## config.mk

```make
export PLATFORM = sky130hd
export DESIGN_NAME = uart_axi_fifo
export DESIGN_NICKNAME = d
export VERILOG_FILES = /design/src/rtl/uart_axi_pkg.sv /design/src/rtl/uart_axi_fifo_fifo.sv /design/src/rtl/uart_axi_fifo.sv
export SDC_FILE = /design/constraint.sdc
export NUM_CORES = 1
export LEC_CHECK = 0
export CAP_MARGIN = 10
export CORE_MARGIN = 4
export CORE_UTILIZATION = 40
export CTS_BUF_LIST = sky130_fd_sc_hd__clkbuf_8
export DETAILED_ROUTE_END_ITERATION = 16
export HOLD_SLACK_MARGIN = 0.1
export PLACE_DENSITY_LB_ADDON = 0.25
export REMOVE_ABC_BUFFERS = 1
export SLEW_MARGIN = 20
export SYNTH_ARGS = -nofsm -noshare
export SYNTH_HDL_FRONTEND = slang
export SYNTH_SLANG_ARGS = --single-unit
```

## constraint.sdc

```tcl
create_clock -name clk -period 14 [get_ports clk]
set_clock_uncertainty 0.2 [all_clocks]
set_input_delay 2.8 -clock clk [delete_from_list [all_inputs] [get_ports clk]]
set_output_delay 2.8 -clock clk [all_outputs]
set_load 0.05 [all_outputs]
```

## src/rtl/uart_axi_pkg.sv

```systemverilog
// Shared constants and FSM state types for the AXI-attached buffered UART.
package uart_axi_pkg;

    localparam logic [1:0] RESP_OKAY   = 2'b00;
    localparam logic [1:0] RESP_SLVERR = 2'b10;

    localparam int STAT_TXNF   = 0;
    localparam int STAT_RXAV   = 1;
    localparam int STAT_TXIDLE = 2;
    localparam int STAT_OVR    = 3;

    typedef enum logic {
        R_IDLE,
        R_RESP
    } rd_state_e;

    typedef enum logic [1:0] {
        W_COLLECT,
        W_EXEC,
        W_RESP
    } wr_state_e;

    typedef enum logic [1:0] {
        TX_IDLE,
        TX_START,
        TX_DATA,
        TX_STOP
    } tx_state_e;

    typedef enum logic [1:0] {
        RX_IDLE,
        RX_START,
        RX_DATA,
        RX_STOP
    } rx_state_e;

endpackage

```

## src/rtl/uart_axi_fifo_fifo.sv

```systemverilog
// Synchronous FIFO; a push into a full FIFO succeeds when a pop happens in the same cycle.
module uart_fifo #(
    parameter int WIDTH = 8,
    parameter int DEPTH = 16
) (
    input  logic                     clk,
    input  logic                     rst,
    input  logic                     push,
    input  logic                     pop,
    input  logic [WIDTH-1:0]         din,
    output logic [WIDTH-1:0]         dout,
    output logic                     full,
    output logic                     empty,
    output logic [$clog2(DEPTH):0]   count
);
    localparam int AW = $clog2(DEPTH);

    logic [WIDTH-1:0] mem_q [DEPTH];
    logic [AW-1:0]    wptr_q, wptr_d;
    logic [AW-1:0]    rptr_q, rptr_d;
    logic [AW:0]      count_q, count_d;
    logic             do_push, do_pop;

    assign full  = (count_q == (AW+1)'(DEPTH));
    assign empty = (count_q == '0);
    assign count = count_q;
    assign dout  = mem_q[rptr_q];

    always_comb begin
        do_pop  = pop && !empty;
        do_push = push && (!full || do_pop);
        wptr_d  = wptr_q + AW'(do_push);
        rptr_d  = rptr_q + AW'(do_pop);
        count_d = count_q + (AW+1)'(do_push) - (AW+1)'(do_pop);
    end

    always_ff @(posedge clk or posedge rst) begin
        if (rst) begin
            wptr_q  <= '0;
            rptr_q  <= '0;
            count_q <= '0;
        end else begin
            wptr_q  <= wptr_d;
            rptr_q  <= rptr_d;
            count_q <= count_d;
        end
    end

    always_ff @(posedge clk) begin
        if (do_push) mem_q[wptr_q] <= din;
    end

endmodule

```

## src/rtl/uart_axi_fifo.sv

```systemverilog
// AXI4 single-beat slave owning a FIFO-buffered 8N1 UART transmitter and receiver.
module uart_axi_fifo
    import uart_axi_pkg::*;
#(
    parameter int          CLK_FREQ  = 150000000,
    parameter int          UART_BAUD = 9600,
    parameter int          TX_DEPTH  = 16,
    parameter int          RX_DEPTH  = 16,
    parameter logic [31:0] DATA_ADDR = 32'hBFD003F8,
    parameter logic [31:0] STAT_ADDR = 32'hBFD003FC
) (
    input  logic        clk,
    input  logic        rst,
    output logic        txd,
    input  logic        rxd,
    input  logic [7:0]  io_uart_ar_id,
    input  logic [31:0] io_uart_ar_addr,
    input  logic        io_uart_ar_valid,
    output logic        io_uart_ar_ready,
    output logic [7:0]  io_uart_r_id,
    output logic [31:0] io_uart_r_data,
    output logic [1:0]  io_uart_r_resp,
    output logic        io_uart_r_last,
    output logic        io_uart_r_valid,
    input  logic        io_uart_r_ready,
    input  logic [7:0]  io_uart_aw_id,
    input  logic [31:0] io_uart_aw_addr,
    input  logic        io_uart_aw_valid,
    output logic        io_uart_aw_ready,
    input  logic [31:0] io_uart_w_data,
    input  logic [3:0]  io_uart_w_strb,
    input  logic        io_uart_w_valid,
    output logic        io_uart_w_ready,
    output logic [7:0]  io_uart_b_id,
    output logic [1:0]  io_uart_b_resp,
    output logic        io_uart_b_valid,
    input  logic        io_uart_b_ready
);
    localparam int DIV = CLK_FREQ / UART_BAUD;
    localparam int CW  = $clog2(DIV);
    localparam int TXC = $clog2(TX_DEPTH) + 1;
    localparam int RXC = $clog2(RX_DEPTH) + 1;
    localparam logic [CW-1:0] LAST = CW'(DIV - 1);
    localparam logic [CW-1:0] HALF = CW'(DIV / 2 - 1);

    logic           tx_push, tx_pop, tx_full, tx_empty;
    logic [7:0]     tx_dout;
    logic [TXC-1:0] tx_count;
    logic           rx_push, rx_pop, rx_full, rx_empty;
    logic [7:0]     rx_dout;
    logic [RXC-1:0] rx_count;

    rd_state_e   rd_q, rd_d;
    logic [7:0]  r_id_q, r_id_d;
    logic [31:0] r_data_q, r_data_d;
    logic [1:0]  r_resp_q, r_resp_d;
    logic [31:0] stat;
    logic        ovr_clr;

    wr_state_e   wr_q, wr_d;
    logic        aw_held_q, aw_held_d, w_held_q, w_held_d;
    logic [31:0] aw_addr_q, aw_addr_d;
    logic [7:0]  aw_id_q, aw_id_d;
    logic [7:0]  w_byte_q, w_byte_d;
    logic        w_strb_q, w_strb_d;
    logic [7:0]  b_id_q, b_id_d;
    logic [1:0]  b_resp_q, b_resp_d;

    tx_state_e   tx_q, tx_d;
    logic [CW-1:0] tx_cnt_q, tx_cnt_d;
    logic [2:0]  tx_bit_q, tx_bit_d;
    logic [7:0]  tx_sh_q, tx_sh_d;
    logic        txd_q, txd_d, tx_tick;

    rx_state_e   rx_q, rx_d;
    logic [CW-1:0] rx_cnt_q, rx_cnt_d;
    logic [2:0]  rx_bit_q, rx_bit_d;
    logic [7:0]  rx_sh_q, rx_sh_d;
    logic        rx_s1_q, rx_s1_d, rx_s2_q, rx_s2_d;
    logic        rx_prev_q, rx_prev_d, rx_tick;
    logic        ovr_q, ovr_d;

    logic        unused_bits;
    assign unused_bits = ^{io_uart_w_data[31:8], io_uart_w_strb[3:1]};

    uart_fifo #(.WIDTH(8), .DEPTH(TX_DEPTH)) u_tx_fifo (
        .clk(clk), .rst(rst), .push(tx_push), .pop(tx_pop),
        .din(w_byte_q), .dout(tx_dout), .full(tx_full),
        .empty(tx_empty), .count(tx_count)
    );

    uart_fifo #(.WIDTH(8), .DEPTH(RX_DEPTH)) u_rx_fifo (
        .clk(clk), .rst(rst), .push(rx_push), .pop(rx_pop),
        .din(rx_sh_q), .dout(rx_dout), .full(rx_full),
        .empty(rx_empty), .count(rx_count)
    );

    assign txd              = txd_q;
    assign io_uart_ar_ready = (rd_q == R_IDLE);
    assign io_uart_r_valid  = (rd_q == R_RESP);
    assign io_uart_r_id     = r_id_q;
    assign io_uart_r_data   = r_data_q;
    assign io_uart_r_resp   = r_resp_q;
    assign io_uart_r_last   = 1'b1;
    assign io_uart_aw_ready = (wr_q == W_COLLECT) && !aw_held_q;
    assign io_uart_w_ready  = (wr_q == W_COLLECT) && !w_held_q;
    assign io_uart_b_valid  = (wr_q == W_RESP);
    assign io_uart_b_id     = b_id_q;
    assign io_uart_b_resp   = b_resp_q;

    always_comb begin
        stat              = '0;
        stat[STAT_TXNF]   = !tx_full;
        stat[STAT_RXAV]   = (rx_count != '0);
        stat[STAT_TXIDLE] = (tx_count == '0) && (tx_q == TX_IDLE);
        stat[STAT_OVR]    = ovr_q;
    end

    always_comb begin
        rd_d     = rd_q;
        r_id_d   = r_id_q;
        r_data_d = r_data_q;
        r_resp_d = r_resp_q;
        rx_pop   = 1'b0;
        ovr_clr  = 1'b0;
        unique case (rd_q)
            R_IDLE: begin
                if (io_uart_ar_valid) begin
                    rd_d     = R_RESP;
                    r_id_d   = io_uart_ar_id;
                    r_data_d = '0;
                    r_resp_d = RESP_OKAY;
                    if (io_uart_ar_addr == DATA_ADDR) begin
                        rx_pop   = !rx_empty;
                        r_data_d = rx_empty ? '0 : {24'b0, rx_dout};
                    end else if (io_uart_ar_addr == STAT_ADDR) begin
                        r_data_d = stat;
                        ovr_clr  = 1'b1;
                    end else begin
                        r_resp_d = RESP_SLVERR;
                    end
                end
            end
            R_RESP: if (io_uart_r_ready) rd_d = R_IDLE;
        endcase
    end

    always_comb begin
        wr_d      = wr_q;
        aw_held_d = aw_held_q;
        w_held_d  = w_held_q;
        aw_addr_d = aw_addr_q;
        aw_id_d   = aw_id_q;
        w_byte_d  = w_byte_q;
        w_strb_d  = w_strb_q;
        b_id_d    = b_id_q;
        b_resp_d  = b_resp_q;
        tx_push   = 1'b0;
        unique case (wr_q)
            W_COLLECT: begin
                if (io_uart_aw_ready && io_uart_aw_valid) begin
                    aw_held_d = 1'b1;
                    aw_addr_d = io_uart_aw_addr;
                    aw_id_d   = io_uart_aw_id;
                end
                if (io_uart_w_ready && io_uart_w_valid) begin
                    w_held_d = 1'b1;
                    w_byte_d = io_uart_w_data[7:0];
                    w_strb_d = io_uart_w_strb[0];
                end
                if (aw_held_q && w_held_q) wr_d = W_EXEC;
            end
            W_EXEC: begin
                b_id_d   = aw_id_q;
                b_resp_d = RESP_OKAY;
                if (aw_addr_q == DATA_ADDR && w_strb_q) begin
                    // stall rather than drop when the TX FIFO is full
                    if (!tx_full || tx_pop) begin
                        tx_push = 1'b1;
                        wr_d    = W_RESP;
                    end
                end else begin
                    wr_d = W_RESP;
                    if (aw_addr_q != DATA_ADDR && aw_addr_q != STAT_ADDR)
                        b_resp_d = RESP_SLVERR;
                end
            end
            W_RESP: begin
                if (io_uart_b_ready) begin
                    wr_d      = W_COLLECT;
                    aw_held_d = 1'b0;
                    w_held_d  = 1'b0;
                end
            end
            default: wr_d = W_COLLECT;
        endcase
    end

    always_comb begin
        tx_d     = tx_q;
        tx_bit_d = tx_bit_q;
        tx_sh_d  = tx_sh_q;
        txd_d    = txd_q;
        tx_pop   = 1'b0;
        tx_tick  = (tx_cnt_q == LAST);
        tx_cnt_d = tx_tick ? '0 : tx_cnt_q + 1'b1;
        unique case (tx_q)
            TX_IDLE: begin
                tx_cnt_d = '0;
                txd_d    = 1'b1;
            end
            TX_START: begin
                if (tx_tick) begin
                    tx_d     = TX_DATA;
                    tx_bit_d = '0;
                    txd_d    = tx_sh_q[0];
                end
            end
            TX_DATA: begin
                if (tx_tick) begin
                    if (tx_bit_q == 3'd7) begin
                        tx_d  = TX_STOP;
                        txd_d = 1'b1;
                    end else begin
                        tx_bit_d = tx_bit_q + 3'd1;
                        tx_sh_d  = {1'b0, tx_sh_q[7:1]};
                        txd_d    = tx_sh_q[1];
                    end
                end
            end
            TX_STOP: if (tx_tick) tx_d = TX_IDLE;
        endcase
        // next byte starts straight out of the stop bit when one is queued
        if ((tx_q == TX_IDLE || (tx_q == TX_STOP && tx_tick)) && !tx_empty) begin
            tx_pop   = 1'b1;
            tx_sh_d  = tx_dout;
            tx_d     = TX_START;
            tx_cnt_d = '0;
            txd_d    = 1'b0;
        end
    end

    always_comb begin
        rx_s1_d   = rxd;
        rx_s2_d   = rx_s1_q;
        rx_prev_d = rx_s2_q;
        rx_d      = rx_q;
        rx_bit_d  = rx_bit_q;
        rx_sh_d   = rx_sh_q;
        rx_push   = 1'b0;
        rx_tick   = (rx_cnt_q == LAST);
        rx_cnt_d  = rx_cnt_q + 1'b1;
        unique case (rx_q)
            RX_IDLE: begin
                rx_cnt_d = '0;
                if (rx_prev_q && !rx_s2_q) rx_d = RX_START;
            end
            RX_START: begin
                if (rx_cnt_q == HALF) begin
                    rx_cnt_d = '0;
                    rx_bit_d = '0;
                    rx_d     = rx_s2_q ? RX_IDLE : RX_DATA;
                end
            end
            RX_DATA: begin
                if (rx_tick) begin
                    rx_cnt_d = '0;
                    rx_sh_d  = {rx_s2_q, rx_sh_q[7:1]};
                    if (rx_bit_q == 3'd7) rx_d = RX_STOP;
                    else rx_bit_d = rx_bit_q + 3'd1;
                end
            end
            RX_STOP: begin
                if (rx_tick) begin
                    rx_cnt_d = '0;
                    rx_d     = RX_IDLE;
                    rx_push  = rx_s2_q;
                end
            end
        endcase
        ovr_d = ovr_clr ? 1'b0 : ovr_q;
        if (rx_push && rx_full && !rx_pop) ovr_d = 1'b1;
    end

    always_ff @(posedge clk or posedge rst) begin
        if (rst) begin
            rd_q     <= R_IDLE;
            r_id_q   <= '0;
            r_data_q <= '0;
            r_resp_q <= RESP_OKAY;
        end else begin
            rd_q     <= rd_d;
            r_id_q   <= r_id_d;
            r_data_q <= r_data_d;
            r_resp_q <= r_resp_d;
        end
    end

    always_ff @(posedge clk or posedge rst) begin
        if (rst) begin
            wr_q      <= W_COLLECT;
            aw_held_q <= 1'b0;
            w_held_q  <= 1'b0;
            aw_addr_q <= '0;
            aw_id_q   <= '0;
            w_byte_q  <= '0;
            w_strb_q  <= 1'b0;
            b_id_q    <= '0;
            b_resp_q  <= RESP_OKAY;
        end else begin
            wr_q      <= wr_d;
            aw_held_q <= aw_held_d;
            w_held_q  <= w_held_d;
            aw_addr_q <= aw_addr_d;
            aw_id_q   <= aw_id_d;
            w_byte_q  <= w_byte_d;
            w_strb_q  <= w_strb_d;
            b_id_q    <= b_id_d;
            b_resp_q  <= b_resp_d;
        end
    end

    always_ff @(posedge clk or posedge rst) begin
        if (rst) begin
            tx_q     <= TX_IDLE;
            tx_cnt_q <= '0;
            tx_bit_q <= '0;
            tx_sh_q  <= '0;
            txd_q    <= 1'b1;
        end else begin
            tx_q     <= tx_d;
            tx_cnt_q <= tx_cnt_d;
            tx_bit_q <= tx_bit_d;
            tx_sh_q  <= tx_sh_d;
            txd_q    <= txd_d;
        end
    end

    always_ff @(posedge clk or posedge rst) begin
        if (rst) begin
            rx_s1_q   <= 1'b1;
            rx_s2_q   <= 1'b1;
            rx_prev_q <= 1'b1;
            rx_q      <= RX_IDLE;
            rx_cnt_q  <= '0;
            rx_bit_q  <= '0;
            rx_sh_q   <= '0;
            ovr_q     <= 1'b0;
        end else begin
            rx_s1_q   <= rx_s1_d;
            rx_s2_q   <= rx_s2_d;
            rx_prev_q <= rx_prev_d;
            rx_q      <= rx_d;
            rx_cnt_q  <= rx_cnt_d;
            rx_bit_q  <= rx_bit_d;
            rx_sh_q   <= rx_sh_d;
            ovr_q     <= ovr_d;
        end
    end

endmodule

```

Yosys cells after proc, flatten, opt, wreduce, memory -nomap -nowiden
Memories as Yosys holds them, arrays and structs flattened.
Index checks and enable logic that the tools add are counted.
Word-level totals
  flip-flop bits (word level): 191
  bits in read-only memories: 0
  RAM bits: 256
  logic and storage cells: 218
  memories: 2
  latch bits: 0
  output and inout port bits: 59
Memory list
  u_rx_fifo.mem_q: depth 16, width 8, read ports 1, clocked after Yosys merged registers in 0, write ports 1, RTL line uart_axi_fifo_fifo.sv:18  | logic [WIDTH-1:0] mem_q [DEPTH];
  u_tx_fifo.mem_q: depth 16, width 8, read ports 1, clocked after Yosys merged registers in 0, write ports 1, RTL line uart_axi_fifo_fifo.sv:18
Cells by class
  div/mod/pow operators: 0
  order comparisons: 0
  equal/unequal tests: 39
  multipliers: 0
  reduce and logical (&&, ||, !) cells: 57
  $add $sub $neg: 12
  bitwise logic cells: 1
  shifts and indexed selects: 0
  muxes and demuxes: 75
Operators with widths (count)
  $eq 32x32->1 const B: 3
  $mux 14: 5
  $ne 32x32->1 const B: 2
  $mux 8: 6
  $pmux 14 s3: 1
  $mux 2: 19
  $add 14x1->14 const B: 2
  $eq 14x14->1 const B: 2
  $mux 1: 28
  $mux 3: 6
  $ne 2x2->1 const B: 9
  $logic_and 1x1->1: 17
  $add 4x1->4: 4
  $reduce_and 3->1: 5
  $eq 14x13->1 const B: 1
  $ne 3x3->1 const B: 4
  $pmux 2 s3: 2
  $pmux 3 s2: 2
  $reduce_bool 2->1: 6
  $add 5x1->5: 2
  $eq 2x2->1 const B: 5
  $eq 5x5->1 const B: 2
  $logic_not 5->1: 2
  $ne 2x1->1 const B: 5
  other kinds (19): 44

Logic depth before layout (Yosys ltp)
  word-level depth: 12
  mapped depth: 18

By module
Synthesis repeated with hierarchy kept, for this count alone.
Unflattened totals
  cells, all modules: 1151
  area total of the unflattened synthesis: 17832.1 sq um
By module, submodules not included
  uart_axi_fifo: cells each 556, instances 1, area an instance 6398.6 sq um
  uart_fifo at u_tx_fifo: cells each 314, instances 1, area an instance 5753.0 sq um
  uart_fifo at u_rx_fifo: cells each 281, instances 1, area an instance 5680.4 sq um

Worst setup path before layout
Ideal clock, no wire load.
  path kind: input to register
  start: input port io_uart_ar_addr[1]
  end: memory u_rx_fifo.mem_q[1][0], enable pin
  library setup time: 395 ps
  stages on the path: 5
  setup slack: 8619 ps
  arrival time: 4787 ps
  cells stage by stage: nor4b_2 nand4_1 nor4_4 o21ai_2 nor4_1
On the way
  cells in the longest elaborated chain, start to end: 9
Ends and longest elaborated chain
  start, declared: RTL line uart_axi_fifo.sv:17  | input logic [31:0] io_uart_ar_addr,
  $eq 32x32->1: RTL line uart_axi_fifo.sv:133  | if (io_uart_ar_addr == DATA_ADDR) begin
  $mux 1: RTL line uart_axi_fifo.sv:133
  $mux 1: RTL line uart_axi_fifo.sv:128  | if (io_uart_ar_valid) begin
  $mux 1: RTL line uart_axi_fifo.sv:126  | unique case (rd_q)
  $logic_and 1x1->1: RTL line uart_axi_fifo_fifo.sv:30  | do_pop = pop && !empty;
  $logic_or 1x1->1: RTL line uart_axi_fifo_fifo.sv:31  | do_push = push && (!full || do_pop);
  $logic_and 1x1->1: RTL line uart_axi_fifo_fifo.sv:31
  $mux 1: RTL line uart_axi_fifo_fifo.sv:50  | if (do_push) mem_q[wptr_q] <= din;
  $mux 1 (implied by the code): RTL line uart_axi_fifo_fifo.sv:50
  end, declared: RTL line uart_axi_fifo_fifo.sv:18
Every way passes these cells.

Worst setup path in the final report
  start: input port io_uart_ar_addr[12]
  end: register u_rx_fifo.count_q[4] (netlist: u_rx_fifo.count[4])
On the way
  cells in the longest elaborated chain, start to end: 9
Ends and longest elaborated chain
  $eq 32x32->1 *: RTL line uart_axi_fifo.sv:133
  $mux 1 *: RTL line uart_axi_fifo.sv:133
  $mux 1 *: RTL line uart_axi_fifo.sv:128
  $mux 1 *: RTL line uart_axi_fifo.sv:126
  $logic_and 1x1->1 *: RTL line uart_axi_fifo_fifo.sv:30
  $logic_or 1x1->1: RTL line uart_axi_fifo_fifo.sv:31
  $logic_and 1x1->1: RTL line uart_axi_fifo_fifo.sv:31
  $add 5x1->5: RTL line uart_axi_fifo_fifo.sv:34  | count_d = count_q + (AW+1)'(do_push) - (AW+1)'(do_pop);
  $sub 5x1->5 *: RTL line uart_axi_fifo_fifo.sv:34
  named net u_rx_fifo.count_d[4]: RTL line uart_axi_fifo_fifo.sv:21  | logic [AW:0] count_q, count_d;
  end signal, assigned: RTL line uart_axi_fifo_fifo.sv:45  | count_q <= count_d;
  end, declared: RTL line uart_axi_fifo_fifo.sv:21
The timed path passes the listed nets; every way through them passes the cells marked *.
A chain may end at the register's enable or synchronous reset.

==> results.json <==
{
  "outcome": "finished clean",
  "syn_avg_cell_area_um2": 16.1,
  "grt-ovfl-total": 0,
  "drt_pass1_iterations": 4,
  "cp_max_fo": 9,
  "drive_gt1_share_pct": 22.2,
  "clock_latency_ns": 0.61,
  "grt.total_usage_pct": 15.4,
  "setup_ws_ns": 7.85,
  "endpoint_kind": "flop",
  "cts_tree": "built",
  "rsz0062_at_grt": "false",
  "power_frac_clock_pct": 36.7,
  "grt_pass1_wl_um": 57400,
  "synth-async-reset-ratio_pct": 39.2,
  "cts-root-buf": "clkbuf_8",
  "cts_made_buffers": 74,
  "start_util_pct": 40.6,
  "ys_warn_count": 0,
  "ys.flop_type": "edfxtp_1",
  "hold_viol": 0,
  "dieWidth_um": 218,
  "period_minus_slack_ns": 6.15,
  "swShare_pct": 26.0,
  "synthCells": 1092,
  "cp-start-kind": "primary input",
  "num_antenna_cells": 0,
  "ant_nets": 0,
  "switchingPower_mw": 0.790,
  "area_delta_synth_final_pct": 19.7,
  "cts_resized": 0,
  "place_congestion": 0.758,
  "power_density_mw_per_mm2": 145,
  "leakagePower_nw": 8.22,
  "vias_per_cell": 5.02,
  "dp_slack_ns": 7.19,
  "fp.dieH_um": 218,
  "nets": 1441,
  "num_vias": 9681,
  "fill_cells": 3747,
  "setup_viol": 0,
  "p_total_mw": 3.04,
  "ys_ff_latch": 421,
  "die-area_mm2": 0.0474,
  "grt_pass1_vias": 10300,
  "rows": 76,
  "pwr-share-seq_pct": 51.9,
  "ir_worst_vdd_uv": 78.8,
  "drv_slew": 0,
  "clockBufferDepth": 3,
  "synth_area_mm2": 0.0176,
  "critPathKind": "in2reg",
  "clk_pin_slew_ns": 0.06,
  "worstPathArrival_ns": 6.48,
  "portBuffers": 128,
  "drc": 0,
  "hold_path_class": "reg2reg",
  "required_ns": 14.34,
  "totalNegativeSetupSlack_ns": 0,
  "antenna_found_initial": 0,
  "max_slew.worst_pin.slew_ns": 1.02,
  "synth_edf_count": 256,
  "drv_cap": 0,
  "finalWirelength_um": 35800,
  "multiInputGateArea_mm2": 0.00534,
  "htreeDepth": 3,
  "timing.fmax_mhz": 163,
  "ys_seq_area_share_pct": 67.3,
  "drt_iter0_markers": 497,
  "p_comb_share_pct": 11.3,
  "hold_buffers": 0,
  "synth.distinct_cells": 68,
  "grt_max_degree": 92,
  "cts_setup_buffers": 0,
  "period_share_pct": 43.9,
  "final-seq-area_mm2": 0.0118,
  "dp_hpwl_um": 22700,
  "clkSinkCount": 421,
  "pin_count": 183,
  "relSlewSlack_pct": 31.4,
  "wl_per_cell_um": 18.6,
  "coreArea_mm2": 0.0433,
  "internal_power_mw": 2.25
}
[path summary, 6_finish.rpt]
path / to / slack [ns] / cells past startpoint / from
setup / recovery: u_rx_fifo.count[4] / 7.85 / 14 / io_uart_ar_addr[12]
hold / removal: rx_prev_d / 0.16 / 0 / rx_s1_q
setup reg to reg: u_rx_fifo.count[4] / 10.18 / 14 / io_uart_r_valid
hold reg to reg: rx_prev_d / 0.16 / 0 / rx_s1_q
max in group asynchronous: io_uart_b_id[2] / 9.57 / 3 / rst
min in group asynchronous: rx_bit_q[1] / 2.52 / 2 / rst
[layer usage]
layer | track usage, % | wire length, um | vias to the layer above
li1 | - | - | 4501
met4 | 4.24 | 604 | 0
met3 | 4.03 | 2000 | 54
met2 | 24.7 | 17300 | 224
met5 | 0 | 0 | -
met1 | 20.9 | 15900 | 4902
[placed cells by master (no fill, tap or decap), drive strengths merged, types with 5 or more instances in the layout]
master         Yosys  routed
o21ai             20      20
nand2b            15      15
and4               6       6
mux2              68      68
and2               5       5
nor4b              5       5
nand2             53      53
conb               2      27
buf               48      33
a22oi             13      13
nand3             18      18
clkinv             0      24
clkbuf            23      82
inv               33      59
xnor2             19      19
nand4             11      11
a22o              13      13
nor2              54      54
a221oi            10      10
ha                32      32
mux2i             22      22
mux4              62      62
nor4              15      15
xor2              21      21
clkdlybuf4s50      0     128
nor2b             15      15
and3               8       8
edfxtp           256     256
dfrtp            161     161
a21oi              6       6
nor3              27      27
[synth_stat cells (all sizes together), types with 5 or more instances]
library cell	number	area [um^2]
and2	5	31.3
nor4	15	124
inv	33	124
a22oi	13	97.6
xnor2	19	166
o21ai	20	104
nand3	18	90.1
clkbuf	23	86.3
a21oi	6	30.0
mux4	62	1400
mux2i	22	220
and4	6	55.1
nor4b	5	56.3
nand2	53	206
nand4	11	68.8
buf	48	322
a221oi	10	87.6
ha	32	400
and3	8	50.1
nor2b	15	93.8
nand2b	15	93.8
edfxtp	256	7690
mux2	68	766
xor2	21	184
dfrtp	161	4030
nor3	27	140
a22o	13	114
nor2	54	203
[layout make-up]
type	count	share of cell area [%]
flip-flops and latches	421	56.2
multi-input cells	592	25.4
clock inverters	55	1.68
repair buffers	161	7.27
inverters	33	0.613
clock buffers	82	5.37
well taps	585	3.48
[power groups by stage]
stage               clock [mW]  combinational (mW)  sequential, mW
finish                    1.12               0.345            1.58
global route              1.23               0.369            1.60
CTS                       1.16               0.351            1.58
detailed placement           0               0.350            1.60
global placement             0               0.343            1.60
floorplan                    0               0.186            1.61
[registers in the layout, summed over array words and instances, names as in the netlist, 8 cells and up, named ones only]
name and cells:
aw_addr_q 32, io_uart_b_id 8, rx_sh_q 8, tx_cnt_q 14
tx_sh_q 8, u_rx_fifo.mem_q 128, u_tx_fifo.mem_q 128, io_uart_r_id 8
io_uart_r_data 8, rx_cnt_q 14, aw_id_q 8, w_byte_q 8
[critical path: stages]
cell	delay [ns]
clkdlybuf4s50_1	0.41
nor4_1	0.30
nand4_1	0.22
nor4_4	0.90
nand2_1	0.39
inv_1	0.22
ha_1	0.15
inv_1	0.04
ha_1	0.21
fa_1	0.41
a21oi_1	0.15
nor2_1	0.05
nor2_1	0.11
xnor2_1	0.12
[logic make-up after synthesis]
| logic type | Yosys count | share of synthesized area (%) |
|---|---|---|
| flops | 421 | 67.3 |
| simple gates | 253 | 8.00 |
| mux | 152 | 13.6 |
| buf+inv | 104 | 3.03 |
| compound gates | 86 | 3.62 |
| xor+xnor | 40 | 1.99 |
| fa+ha+maj | 34 | 2.51 |
| other cells | 2 | 0.0427 |
[through the flow]
step	utilization, %	std cells	hold WS [ns]	instance area, um^2
floorplan	-	1046	0.145	17300
CTS	48.6	1929	0.162	21000
global placement	45.2	1791	0.149	19500
detailed placement	45.2	1792	0.153	19600
global route	48.6	1929	0.166	21000
finish	48.6	1929	0.162	21000
No activity file was read; power rests on OpenSTA's default activity.
